`config.mk`:
```
export PLATFORM = sky130hd
export DESIGN_NAME = upsp_frame_ctrl_flat
export DESIGN_NICKNAME = d
export VERILOG_FILES = /design/src/rtl/upsp_ctrl_pkg.sv /design/src/rtl/upsp_frame_ctrl_if.sv /design/src/rtl/upsp_ctrl_pos_cnt.sv /design/src/rtl/upsp_frame_ctrl.sv /design/src/flat_wrapper.sv
export SDC_FILE = /design/constraint.sdc
export NUM_CORES = 1
export LEC_CHECK = 0
export CORE_AREA = 2 2 83 144
export CTS_BUF_LIST = sky130_fd_sc_hd__clkbuf_2 sky130_fd_sc_hd__clkbuf_4 sky130_fd_sc_hd__clkbuf_8
export DETAILED_ROUTE_END_ITERATION = 8
export DIE_AREA = 0 0 85 146
export DONT_BUFFER_PORTS = 1
export PLACE_DENSITY = 0.56
export SYNTH_ARGS = -nofsm -noshare
export SYNTH_HDL_FRONTEND = slang
export SYNTH_SLANG_ARGS = --single-unit
```
`constraint.sdc`:
```
create_clock -name clk -period 2.5 [get_ports clk]
set_input_delay 0.25 -clock clk [delete_from_list [all_inputs] [get_ports clk]]
set_output_delay 0.25 -clock clk [all_outputs]
set_load 0.02 [all_outputs]
```
`src/rtl/upsp_ctrl_pkg.sv`:
```
// Shared types and geometry helpers for the up-sampling frame controller.
package upsp_ctrl_pkg;

  typedef enum logic [1:0] {
    ST_IDLE,
    ST_RUN,
    ST_DRAIN,
    ST_DONE
  } upsp_ctrl_state_e;

  // Source beats per frame.
  function automatic int in_beats(input int src_w, input int src_h);
    return src_w * src_h;
  endfunction

  // Output beats per frame: every source pixel becomes scale x scale pixels.
  function automatic int out_beats(input int src_w, input int src_h, input int scale);
    return src_w * src_h * scale * scale;
  endfunction

  // Bits needed to hold 0..max_val inclusive (at least one bit).
  function automatic int cnt_w(input int max_val);
    return (max_val < 1) ? 1 : $clog2(max_val + 1);
  endfunction

endpackage

```
`src/rtl/upsp_frame_ctrl_if.sv`:
```
// Read/write beat handshakes between the access controller, this block and the core.
interface upsp_frame_ctrl_if #(
  parameter int RD_W = 24,
  parameter int WR_W = 24
);
  logic            ac_upsp_rvalid;
  logic            upsp_ac_rready;
  logic [RD_W-1:0] ac_upsp_rdata;
  logic            core_rvalid;
  logic            core_rready;
  logic [RD_W-1:0] core_rdata;
  logic            core_sof;
  logic            core_eol;
  logic            core_wvalid;
  logic            core_wready;
  logic [WR_W-1:0] core_wdata;
  logic            upsp_ac_wvalid;
  logic            ac_upsp_wready;
  logic [WR_W-1:0] upsp_ac_wdata;

  // Environment side: access controller and core.
  modport master (
    output ac_upsp_rvalid, ac_upsp_rdata, core_rready,
    output core_wvalid, core_wdata, ac_upsp_wready,
    input  upsp_ac_rready, core_rvalid, core_rdata, core_sof, core_eol,
    input  core_wready, upsp_ac_wvalid, upsp_ac_wdata
  );

  // Frame controller side.
  modport slave (
    input  ac_upsp_rvalid, ac_upsp_rdata, core_rready,
    input  core_wvalid, core_wdata, ac_upsp_wready,
    output upsp_ac_rready, core_rvalid, core_rdata, core_sof, core_eol,
    output core_wready, upsp_ac_wvalid, upsp_ac_wdata
  );
endinterface

```
`src/rtl/upsp_ctrl_pos_cnt.sv`:
```
// Column/row position of the next source pixel; column wraps and bumps the row.
module upsp_ctrl_pos_cnt
  import upsp_ctrl_pkg::*;
#(
  parameter int COLS = 960,
  parameter int ROWS = 540,
  localparam int COL_W = cnt_w(COLS - 1),
  localparam int ROW_W = cnt_w(ROWS)
) (
  input  logic             clk,
  input  logic             rst,
  input  logic             clr,
  input  logic             inc,
  output logic [COL_W-1:0] col,
  output logic [ROW_W-1:0] row
);

  // Clear has priority; each increment advances one pixel in raster order.
  always_ff @(posedge clk or posedge rst) begin
    if (rst) begin
      col <= '0;
      row <= '0;
    end else if (clr) begin
      col <= '0;
      row <= '0;
    end else if (inc) begin
      if (col == COL_W'(COLS - 1)) begin
        col <= '0;
        row <= row + ROW_W'(1);
      end else begin
        col <= col + COL_W'(1);
      end
    end
  end

endmodule

```
`src/rtl/upsp_frame_ctrl.sv`:
```
// Frame controller: gates AC<->core beats by frame state, counts beats, flags completion.
module upsp_frame_ctrl
  import upsp_ctrl_pkg::*;
#(
  parameter int CRF_DATA_WIDTH     = 32,
  parameter int UPSP_RDDATA_WIDTH  = 24,
  parameter int UPSP_WRTDATA_WIDTH = 24,
  parameter int SRC_W              = 960,
  parameter int SRC_H              = 540,
  parameter int SCALE              = 4
) (
  input  logic                      clk,
  input  logic                      rst,
  input  logic [CRF_DATA_WIDTH-1:0] UPSTR,
  output logic [CRF_DATA_WIDTH-1:0] UPENDR,
  upsp_frame_ctrl_if.slave          bus
);

  localparam int IN_BEATS  = in_beats(SRC_W, SRC_H);
  localparam int OUT_BEATS = out_beats(SRC_W, SRC_H, SCALE);
  localparam int RD_CNT_W  = cnt_w(IN_BEATS);
  localparam int WR_CNT_W  = cnt_w(OUT_BEATS);
  localparam int COL_W     = cnt_w(SRC_W - 1);
  localparam int ROW_W     = cnt_w(SRC_H);

  upsp_ctrl_state_e      state;
  logic                  upstr_q;
  logic [RD_CNT_W-1:0]   rd_cnt;
  logic [WR_CNT_W-1:0]   wr_cnt;
  logic                  done_q;
  logic                  busy_q;
  logic [COL_W-1:0]      in_col;
  logic [ROW_W-1:0]      in_row;

  logic run_st;
  logic drain_st;
  logic start;
  logic frame_clr;
  logic wr_open;
  logic rd_hs;
  logic wr_hs;
  logic rd_last;
  logic wr_fin;
  logic unused_upstr_hi;

  assign unused_upstr_hi = ^UPSTR[CRF_DATA_WIDTH-1:1];

  assign run_st    = (state == ST_RUN);
  assign drain_st  = (state == ST_DRAIN);
  assign start     = UPSTR[0] & ~upstr_q;
  assign frame_clr = start & ((state == ST_IDLE) | (state == ST_DONE));
  assign wr_open   = (run_st | drain_st) & (wr_cnt < WR_CNT_W'(OUT_BEATS));
  assign rd_hs     = bus.ac_upsp_rvalid & bus.core_rready & run_st;
  assign wr_hs     = bus.core_wvalid & bus.ac_upsp_wready & wr_open;
  assign rd_last   = rd_hs & (rd_cnt == RD_CNT_W'(IN_BEATS - 1));
  // Writes are complete if already at the target or the final beat lands now.
  assign wr_fin    = (wr_cnt == WR_CNT_W'(OUT_BEATS)) |
                     (wr_hs & (wr_cnt == WR_CNT_W'(OUT_BEATS - 1)));

  // Start-request history for rising-edge detection.
  always_ff @(posedge clk or posedge rst) begin
    if (rst) upstr_q <= 1'b0;
    else     upstr_q <= UPSTR[0];
  end

  // Frame FSM with beat counters and registered status flags.
  always_ff @(posedge clk or posedge rst) begin
    if (rst) begin
      state  <= ST_IDLE;
      rd_cnt <= '0;
      wr_cnt <= '0;
      done_q <= 1'b0;
      busy_q <= 1'b0;
    end else begin
      case (state)
        ST_IDLE, ST_DONE: begin
          if (start) begin
            state  <= ST_RUN;
            rd_cnt <= '0;
            wr_cnt <= '0;
            done_q <= 1'b0;
            busy_q <= 1'b1;
          end
        end
        ST_RUN: begin
          if (rd_hs) rd_cnt <= rd_cnt + RD_CNT_W'(1);
          if (wr_hs) wr_cnt <= wr_cnt + WR_CNT_W'(1);
          if (rd_last) begin
            if (wr_fin) begin
              state  <= ST_DONE;
              busy_q <= 1'b0;
              done_q <= 1'b1;
            end else begin
              state <= ST_DRAIN;
            end
          end
        end
        ST_DRAIN: begin
          if (wr_hs) wr_cnt <= wr_cnt + WR_CNT_W'(1);
          if (wr_fin) begin
            state  <= ST_DONE;
            busy_q <= 1'b0;
            done_q <= 1'b1;
          end
        end
        default: begin
          state  <= ST_IDLE;
          busy_q <= 1'b0;
          done_q <= 1'b0;
        end
      endcase
    end
  end

  upsp_ctrl_pos_cnt #(
    .COLS (SRC_W),
    .ROWS (SRC_H)
  ) u_pos (
    .clk (clk),
    .rst (rst),
    .clr (frame_clr),
    .inc (rd_hs),
    .col (in_col),
    .row (in_row)
  );

  assign bus.core_rvalid    = bus.ac_upsp_rvalid & run_st;
  assign bus.upsp_ac_rready = bus.core_rready & run_st;
  assign bus.core_rdata     = UPSP_RDDATA_WIDTH'(bus.ac_upsp_rdata);
  assign bus.core_sof       = (in_col == '0) & (in_row == '0);
  assign bus.core_eol       = (in_col == COL_W'(SRC_W - 1));

  assign bus.upsp_ac_wvalid = bus.core_wvalid & wr_open;
  assign bus.core_wready    = bus.ac_upsp_wready & wr_open;
  assign bus.upsp_ac_wdata  = UPSP_WRTDATA_WIDTH'(bus.core_wdata);

  assign UPENDR = CRF_DATA_WIDTH'({busy_q, done_q});

endmodule

```
`src/flat_wrapper.sv`:
```
// flat-port wrapper written by rule: the top's interface ports become plain ports
module upsp_frame_ctrl_flat import upsp_ctrl_pkg::*;
#(
  parameter int CRF_DATA_WIDTH     = 32,
  parameter int UPSP_RDDATA_WIDTH  = 24,
  parameter int UPSP_WRTDATA_WIDTH = 24,
  parameter int SRC_W              = 960,
  parameter int SRC_H              = 540,
  parameter int SCALE              = 4
)
  (clk, rst, UPSTR, UPENDR, bus_ac_upsp_rvalid, bus_ac_upsp_rdata, bus_core_rready, bus_core_wvalid, bus_core_wdata, bus_ac_upsp_wready, bus_upsp_ac_rready, bus_core_rvalid, bus_core_rdata, bus_core_sof, bus_core_eol, bus_core_wready, bus_upsp_ac_wvalid, bus_upsp_ac_wdata);
  upsp_frame_ctrl_if bus_i ();
  input  logic clk;
  input  logic rst;
  input  logic [CRF_DATA_WIDTH-1:0] UPSTR;
  output logic [CRF_DATA_WIDTH-1:0] UPENDR;
  input wire logic [$bits(bus_i.ac_upsp_rvalid)-1:0] bus_ac_upsp_rvalid;
  input wire logic [$bits(bus_i.ac_upsp_rdata)-1:0] bus_ac_upsp_rdata;
  input wire logic [$bits(bus_i.core_rready)-1:0] bus_core_rready;
  input wire logic [$bits(bus_i.core_wvalid)-1:0] bus_core_wvalid;
  input wire logic [$bits(bus_i.core_wdata)-1:0] bus_core_wdata;
  input wire logic [$bits(bus_i.ac_upsp_wready)-1:0] bus_ac_upsp_wready;
  output wire logic [$bits(bus_i.upsp_ac_rready)-1:0] bus_upsp_ac_rready;
  output wire logic [$bits(bus_i.core_rvalid)-1:0] bus_core_rvalid;
  output wire logic [$bits(bus_i.core_rdata)-1:0] bus_core_rdata;
  output wire logic [$bits(bus_i.core_sof)-1:0] bus_core_sof;
  output wire logic [$bits(bus_i.core_eol)-1:0] bus_core_eol;
  output wire logic [$bits(bus_i.core_wready)-1:0] bus_core_wready;
  output wire logic [$bits(bus_i.upsp_ac_wvalid)-1:0] bus_upsp_ac_wvalid;
  output wire logic [$bits(bus_i.upsp_ac_wdata)-1:0] bus_upsp_ac_wdata;
  assign bus_i.ac_upsp_rvalid = bus_ac_upsp_rvalid;
  assign bus_i.ac_upsp_rdata = bus_ac_upsp_rdata;
  assign bus_i.core_rready = bus_core_rready;
  assign bus_i.core_wvalid = bus_core_wvalid;
  assign bus_i.core_wdata = bus_core_wdata;
  assign bus_i.ac_upsp_wready = bus_ac_upsp_wready;
  assign bus_upsp_ac_rready = bus_i.upsp_ac_rready;
  assign bus_core_rvalid = bus_i.core_rvalid;
  assign bus_core_rdata = bus_i.core_rdata;
  assign bus_core_sof = bus_i.core_sof;
  assign bus_core_eol = bus_i.core_eol;
  assign bus_core_wready = bus_i.core_wready;
  assign bus_upsp_ac_wvalid = bus_i.upsp_ac_wvalid;
  assign bus_upsp_ac_wdata = bus_i.upsp_ac_wdata;
  upsp_frame_ctrl #(.CRF_DATA_WIDTH(CRF_DATA_WIDTH), .UPSP_RDDATA_WIDTH(UPSP_RDDATA_WIDTH), .UPSP_WRTDATA_WIDTH(UPSP_WRTDATA_WIDTH), .SRC_W(SRC_W), .SRC_H(SRC_H), .SCALE(SCALE)) u_core (.clk(clk), .rst(rst), .UPSTR(UPSTR), .UPENDR(UPENDR), .bus(bus_i));
endmodule
```
# Yosys cells after proc, flatten, opt, wreduce, memory -nomap -nowiden
# Cells that the tools add are included.
# word_totals
regBits,67
inputBits,86
out_inout_bits,86
elab_cells,81
# classes
n_addsub,4
n_lt_le_gt_ge,1
n_eq_ne,12
mux,25
bitwise,18
reduce_logical,13
# ops
operator,n
$mux 10,6
$eq 23x23->1 const B,2
$mux 23,2
$pmux 23 s2,1
$mux 19,2
$pmux 19 s2,1
$add 23x1->23 const B,1
$lt 23x23->1 const B,1
$add 10x1->10 const B,2
$logic_not 10->1,2
$add 19x1->19 const B,1
$eq 19x19->1 const B,1
$and 1x1->1,14
$eq 10x10->1 const B,1
$mux 1,7
$mux 2,3
$ne 2x2->1 const B,3
$pmux 1 s3,2
$pmux 2 s3,1
$reduce_and 2->1,3
$reduce_and 3->1,2
$reduce_bool 2->1,3
$eq 2x2->1 const B,2
$ne 2x1->1 const B,2
other kinds (5),8

# Logic depth before layout (Yosys ltp)
# Gate-level depths: netlist of run 1.
# depth
word_depth,9
depth_mapped,9
ltp_nobuf,7

# Hierarchy
# Synthesis of run 1 repeated with hierarchy kept, for this count alone.
# unflattened
cells_unflattened,491
area_unflattened_um2,4400.5
# modules_own_cells
mod,n_inst,cells_each,area_each_um2,seq_area_each_um2
upsp_frame_ctrl,1,381,3326.9,1176.1
upsp_ctrl_pos_cnt,1,110,1073.5,500.5

# Worst setup path after synthesis of run 1
# OpenSTA, ideal clock, no wires.
# synth_path
path_type,register to register
start,reg u_core.state[0]
end,reg u_core.rd_cnt[17]
setup_time_ps,78
t_arrival_ps,2263
t_required_ps,2422
setup_slack_ps,159
stages_incl_launch_ff,9
path_buffers,1
period_less_slack_ps,2341
path_cell_list,dfrtp_1 -> inv_1 -> ha_1 -> clkbuf_1 -> nand2b_1 -> a221oi_2 -> nand4_2 -> or4_1 -> a21oi_1
# synth_via
elab_chain_cells,4
word_cells_on_any_way,10
cone_classes,eq/ne: 4; mux: 1; bitwise: 1; reduce/logical: 4
# synth_lines
item,line,text
"start, declared",upsp_frame_ctrl.sv:26,upsp_ctrl_state_e state;
"start signal, assigned",upsp_frame_ctrl.sv:69,state <= ST_IDLE;
"start signal, assigned",upsp_frame_ctrl.sv:78,state <= ST_RUN;
"start signal, assigned",upsp_frame_ctrl.sv:90,state <= ST_DONE;
"$eq 2x1->1, or another cell as far along","upsp_frame_ctrl.sv:48, upsp_frame_ctrl.sv:75",
$and 1x1->1 or $reduce_or 2->1 (tied branches),"upsp_frame_ctrl.sv:53, upsp_frame_ctrl.sv:75",
"$ne 2x2->1 (no source line), or another cell as far along",--,
$reduce_and 3->1 (no source line),--,
"end signal, assigned",upsp_frame_ctrl.sv:86,if (rd_hs) rd_cnt <= rd_cnt + RD_CNT_W'(1);
"end, declared",upsp_frame_ctrl.sv:28,logic [RD_CNT_W-1:0] rd_cnt;
# Several ways; a longest one is shown, not always the timed one.
# A chain may end at the register's enable or synchronous reset.

# Final worst setup path of run 1
# layout_path
start,reg u_core.state[1]
end,reg u_core.rd_cnt[17]
# The elaborated chain is that of the path after synthesis.

==> results of run 1 <==
## cell usage in the layout, fill, tap and decap left out, types with 15 or more instances in the layout
| master | count |
|---|---|
| nor3_1 | 15 |
| conb_1 | 30 |
| nor2_1 | 46 |
| nand3_1 | 23 |
| nand4_1 | 22 |
| inv_1 | 17 |
| xor2_1 | 21 |
| buf_4 | 19 |
| nand2_1 | 33 |
| dfrtp_1 | 67 |
## state kept, by name, indices dropped and copies added (netlist names)
name              flops
u_core.wr_cnt        23
u_core.busy_q         1
u_core.upstr_q        1
u_core.state          2
u_core.u_pos.row     10
u_core.u_pos.col     10
u_core.rd_cnt        19
u_core.done_q         1
## cell type report
| type | count | area, sq um |
|---|---|---|
| Clock buffer | 14 | 174 |
| Inverter | 18 | 67.6 |
| Multi-Input combinational cell | 336 | 2070 |
| Sequential cell | 67 | 1680 |
| Timing Repair Buffer | 22 | 183 |
| Clock inverter | 2 | 10.0 |
| Tap cell | 132 | 165 |
| Fill cell | 1136 | 6820 |
## worst register-to-register path, stage by stage (launching register included)
cell      delay (ps)
dfrtp_1          390
inv_1             80
ha_1             200
nand3_1          250
a221oi_2         410
nand4_2          240
or4_1            550
a21oi_1          150
## cells by family after synthesis
family / count (synthesis)
buf+inv: 111
simple gates: 201
compound gates: 55
mux: 7
xor+xnor: 34
other cells: 1
flops: 67
fa+ha+maj: 9
## power groups by stage
| stage | sequential (mW) | combinational [mW] | clock, mW |
|---|---|---|---|
| floorplan | 1.17 | 0.310 | 0 |
| finish | 1.18 | 0.175 | 0.880 |
| global placement | 1.19 | 0.169 | 0 |
| CTS | 1.17 | 0.177 | 0.904 |
| global route | 1.18 | 0.198 | 0.950 |
| detailed placement | 1.19 | 0.173 | 0 |
## worst max path at each step
stage | startpoint | to | slack [ps] | depth (start not counted)
3_5_place_dp | u_core.state[1] | u_core.rd_cnt[17] | 170 | 7
6_report | u_core.state[1] | u_core.rd_cnt[17] | 170 | 7
2_1_floorplan | u_core.state[0] | u_core.rd_cnt[17] | 160 | 8
5_1_grt | u_core.state[1] | u_core.u_pos.row[9] | 30 | 7
3_3_place_gp | u_core.state[1] | u_core.rd_cnt[17] | 230 | 7
4_1_cts | u_core.state[1] | u_core.rd_cnt[17] | 150 | 7
## metal layers
layer	vias to the layer above	wire length (um)	GRT usage, %
met5	-	0	0
met3	41	423	3.12
met2	95	4820	27.0
met4	0	353	8.73
met1	1547	3660	17.4
li1	1531	-	-
## through the flow
step                area [sq um]  instances  total power [mW]
floorplan                   4490        514              1.48
global placement            4140        573              1.36
detailed placement          4140        573              1.37
CTS                         4350        591              2.25
global route                4350        591              2.33
finish                      4350        591              2.23
==> impl_metrics.csv, run 1 <==
group,metric,value,unit
pwr,netSwitchingPower,0.611,mW
logic_synthesis,avgSynthCellArea,9.04,sq um
logic_synthesis,synth_top_family_by_area,"simple AND/OR/NAND/NOR gates",
sta,period_needed,2330,ps
logic_synthesis,synthFlopType,"dfrtp_1",
sta,hold_violations,0,
sta,finalSetupViolCount,0,
floorplan,initial_core_util,39.2,%
logic_synthesis,synthTopCellsByCount,"buf_4, dfrtp_1, nor2_1",
setup_path,timing.rr.start,"u_core.state[1]",
routing,drtIter0Drc,165,
setup_path,rr_endpoint,"u_core.rd_cnt[17]",
pwr,total_leakage_power,1.96,nW
floorplan,ios,172,
pwr,sw_frac_of_total,27.4,%
floorplan,rows,51,
finish,layout-drive-gt1-share,11.3,%
sta,fin_skew,7.67,ps
sta,slew_headroom,49.8,%
logic_synthesis,synthXorXnorAreaFrac,6.79,%
finish,fin_util,38.9,%
run,drv_cap,0,
run_status,run_status,"complete, no violations",
global_route,grt_max_degree,29,
setup_path,startpoint_type,"register",
sta,report.final.slew_viol_count,0,
setup_path,arrival,2620,ps
setup_path,crit_path_top_delay_cell,"or4_1",
placement,routabilityCongestion,0.824,
setup_path,crit_family,"simple AND/OR/NAND/NOR gates",
logic_synthesis,synth_top_area_share,38.3,%
clock_network,numCtsBuffers,9,
sta,finalHoldWorstSlack,321,ps
floorplan,fp.dieH,146,um
clock_network,worstSkewPairLatency,350,ps
setup_path,crit_fanout,7,
setup_path,path_cells,"inv_1, ha_1, nand3_1, a221oi_2, nand4_2, or4_1, a21oi_1",
setup_path,critPathRequiredTime,2790,ps
placement,hpwl,6.82,mm
sta,setup_tns,0,ps
sta,period_share,93.3,%
logic_synthesis,synth_simple_gate_area_share,25.2,%
global_route,grt_pass1_wl,15.4,mm
clock_network,cts_hold_buf,2,
clock_network,post_cts_buffers,0,
logic_synthesis,synth_compound_area_share,8.51,%
sta,rsz0062_at_grt,"false",
pwr,pwr-share-seq,52.7,%
floorplan,fp.coreArea,11200,sq um
worst_hold_path,min_to,"u_core.wr_cnt[12]",
global_route,grt_pass1_vias,3157,
global_route,grt_overflow_total,0,
pwr,ir_worst_vdd,0.284,mV
clock_network,clockBufferDepth,2,
routing,drtAntennaViolNets,0,
setup_path,reg2regPathDepth,7,
pwr,powerDensity,513,nW/um^2
logic_synthesis,synth_edf_count,0,
pwr,power.internal,1.62,mW
logic_synthesis,netlist_instances,485,
worst_hold_path,hp-class,"input pin to register",
clock_network,tritoncts,"done",
finish,final_nets,549,
routing,drt_pass1_iterations,4,
global_route,grt_usage,15.6,%
floorplan,die_area,12400,sq um
routing,wl,9.26,mm
placement,place_ws,173,ps
worst_hold_path,hp-start,"bus_core_wvalid",
logic_synthesis,synth.area.top_cells,"dfrtp_1, buf_4, xor2_1, nor2_1, nand4_1",
clock_network,clock-root-buffer,"clkbuf_8",
sta,worst_slack,168,ps
finish,num_antenna_cells,0,
routing,vias_per_cell,5.44,
logic_synthesis,synth.largest_area_cell,"dfrtp_1",
clock_network,cts_sinks,67,
worst_hold_path,hold_depth,5,
logic_synthesis,ys_types,61,
routing,drc,0,
logic_synthesis,netlist_area,4380,sq um
setup_path,slowest_delay,550,ps
logic_synthesis,yosysWarningCount,0,
sta,worst_pin_slew,746,ps
global_route,grt_antenna_before_repair,0,
sta,timing.fmax,0.429,GHz
logic_synthesis,synthMuxAreaShare,1.63,%
placement,port_buffers,0,
setup_path,critPathCaptureType,"register",
routing,wl_per_cell,15.7,um
logic_synthesis,synth_seq_cells,67,
routing,vias,3214,
logic_synthesis,async_flop_share,100,%
clock_network,cts.clk_slew.worst_paths,80,ps
logic_synthesis,yosysMostFrequentCell,"buf_4",
logic_synthesis,synthAdderAreaFrac,2.57,%
floorplan,die_w,85,um
pwr,clkPwrFrac,39.4,%
setup_path,path_class,"register to register",
clock_network,h-tree-depth,3,
logic_synthesis,seq_area_frac_synth,38.3,%
setup_path,ff2ff_setup_slack,170,ps
pwr,pwr-share-comb,7.9,%
finish,syn2layout_area_growth,-0.828,%
clock_network,post_cts_resized,0,
setup_path,crit_buf_inv,1,
Power figures use the tool's default switching activity.
==> run 2: changes to the inputs <==
SLEW_MARGIN = 20   (was unset)
==> results of run 2 <==
Final layout, timing and power as in run 1 (identical DEF).
==> run 3: changes to the inputs <==
CORE_AREA = 2 2 95 165   (was 2 2 83 144)
DIE_AREA = 0 0 97 167   (was 0 0 85 146)
PLACE_DENSITY = 0.45   (was 0.56)
==> impl_metrics.csv, run 3 (same netlist as run 1, synthesis figures left out) <==
group,metric,value,unit
global_route,met1_usage,13.2,%
finish,num_antenna_cells,0,
clock_network,post_cts_buffers,0,
setup_path,crit_fanout,10,
pwr,sw_frac_of_total,27.7,%
sta,worst_slack,193,ps
sta,report.final.slew_viol_count,0,
routing,wl,9.95,mm
finish,regMostFlops,"u_core.wr_cnt",
sta,finalHoldWorstSlack,234,ps
placement,place_ws,99.9,ps
placement,routabilityCongestion,0.778,
setup_path,critPathRequiredTime,2790,ps
finish,syn2layout_area_growth,0.628,%
sta,finalSetupViolCount,0,
global_route,grt_max_degree,31,
routing,drtIter0Drc,115,
routing,drt_pass1_iterations,4,
finish,final_common_cell,"dfrtp_1",
placement,hpwl,7.17,mm
pwr,p_total,2.22,mW
finish,final_nets,550,
finish,layout_common_cells,"dfrtp_1, nor2_1, nand2_1, conb_1, nand3_1",
routing,drtAntennaViolNets,0,
run_status,run_status,"complete, no violations",
run,drv_cap,0,
clock_network,tritoncts,"done",
global_route,grt_antenna_before_repair,0,
pwr,pwr-share-seq,52.3,%
sta,rsz0062_at_grt,"false",
floorplan,rows,59,
finish,top_regs,"u_core.wr_cnt: 23 flops, u_core.rd_cnt: 19 flops",
setup_path,path_cells,"inv_1, ha_2, nand2b_1, a221oi_2, nand4_2, or4_1, a21oi_1",
floorplan,ios,172,
setup_path,slowest_delay,540,ps
setup_path,crit_family,"simple AND/OR/NAND/NOR gates",
global_route,grt_usage,12.8,%
floorplan,initial_core_util,29.5,%
finish,largest_register_ffs,23,
routing,vias,3228,
sta,timing.fmax,0.433,GHz
setup_path,critPathCaptureType,"register",
sta,worst_pin_slew,490,ps
sta,fin_skew,8.11,ps
floorplan,fp.dieH,167,um
clock_network,clockBufferDepth,2,
floorplan,fp.coreArea,14800,sq um
clock_network,worstSkewPairLatency,350,ps
sta,period_needed,2310,ps
sta,period_share,92.3,%
floorplan,die_area,16200,sq um
global_route,grt_pass1_vias,3256,
pwr,pwr-share-comb,9.7,%
pwr,total_leakage_power,1.95,nW
pwr,powerDensity,503,nW/um^2
setup_path,crit_buf_inv,1,
setup_path,arrival,2590,ps
sta,slew_headroom,67.1,%
global_route,grt_pass1_wl,16.5,mm
clock_network,numCtsBuffers,9,
routing,drc,0,
setup_path,startpoint_type,"register",
global_route,grt.busiest_layer,"met2",
routing,vias_per_cell,5.04,
clock_network,cts_sinks,67,
clock_network,h-tree-depth,3,
clock_network,clock-root-buffer,"clkbuf_8",
pwr,netSwitchingPower,0.614,mW
global_route,grt_util_met3,2.98,%
global_route,grt_util_met2,23.6,%
pwr,ir_worst_vdd,0.212,mV
clock_network,cts.clk_slew.worst_paths,80,ps
setup_path,crit_path_top_delay_cell,"or4_1",
sta,setup_tns,0,ps
sta,hold_violations,0,
worst_hold_path,hp-class,"input pin to register",
pwr,clkPwrFrac,38.0,%
finish,layout-drive-gt1-share,11.6,%
global_route,grt_overflow_total,0,
routing,wl_per_cell,15.5,um
pwr,power.internal,1.60,mW
floorplan,die_w,97,um
setup_path,path_class,"register to register",
placement,port_buffers,0,
-- run 3: cell types whose count changed in the layout (fill, tap and decap cells not counted), sizes merged --
cell / change
clkinv: -1
clkinvlp: +1
buf: +1
clkbuf: -2
-- run 3: metal layers --
metal | vias up | wire length [um]
met5 | - | 0
met4 | 0 | 263
met1 | 1578 | 3820
met2 | 86 | 5380
met3 | 34 | 476
li1 | 1530 | -
-- run 3: final cells by class --
class / instances / area [sq um]
Inverter: 18 / 67.6
Timing Repair Buffer: 23 / 190
Sequential cell: 67 / 1680
Clock buffer: 12 / 159
Fill cell: 1555 / 10400
Clock inverter: 2 / 12.5
Multi-Input combinational cell: 336 / 2080
Tap cell: 183 / 229
-- run 3: power by group through the flow --
| stage | Combinational [mW] | Sequential (mW) | Clock [mW] |
|---|---|---|---|
| floorplan | 0.310 | 1.17 | 0 |
| global placement | 0.210 | 1.18 | 0 |
| detailed placement | 0.212 | 1.18 | 0 |
| CTS | 0.217 | 1.16 | 0.880 |
| global route | 0.242 | 1.16 | 0.925 |
| finish | 0.215 | 1.16 | 0.842 |
-- run 3: tightest hold or removal path, cell delays in order --
cell	delay (ps)
nand3_2	80
nor2_1	80
nand2_1	70
o31ai_1	60
-- run 3: worst paths after layout --
path,slack [ps],cells after the start,end,from
setup / recovery,190,7,u_core.rd_cnt[17],u_core.state[0]
hold / removal,230,4,u_core.wr_cnt[1],bus_ac_upsp_wready
setup reg to reg,190,7,u_core.rd_cnt[17],u_core.state[0]
hold reg to reg,510,2,u_core.rd_cnt[1],u_core.rd_cnt[1]
max in group asynchronous,1470,3,u_core.wr_cnt[19],rst
min in group asynchronous,380,2,u_core.u_pos.col[6],rst
-- run 3: what timing repair did --
item / 4_1_cts / 5_1_grt
endpoints found under the setup margin: 0 / 3
gates resized for setup: 0 / 1
hold endpoints to repair: 19 / 0
hold buffers: 2 / 0
-- run 3: through the flow --
step / util [%] / instance area (sq um) / std cells
after CTS: 29.7 / 4410 / 641
final: 29.7 / 4410 / 641
after floorplan: - / 4490 / 514
after detailed placement: 28.4 / 4220 / 625
after global routing: 29.7 / 4410 / 641
after global placement: 28.4 / 4220 / 625
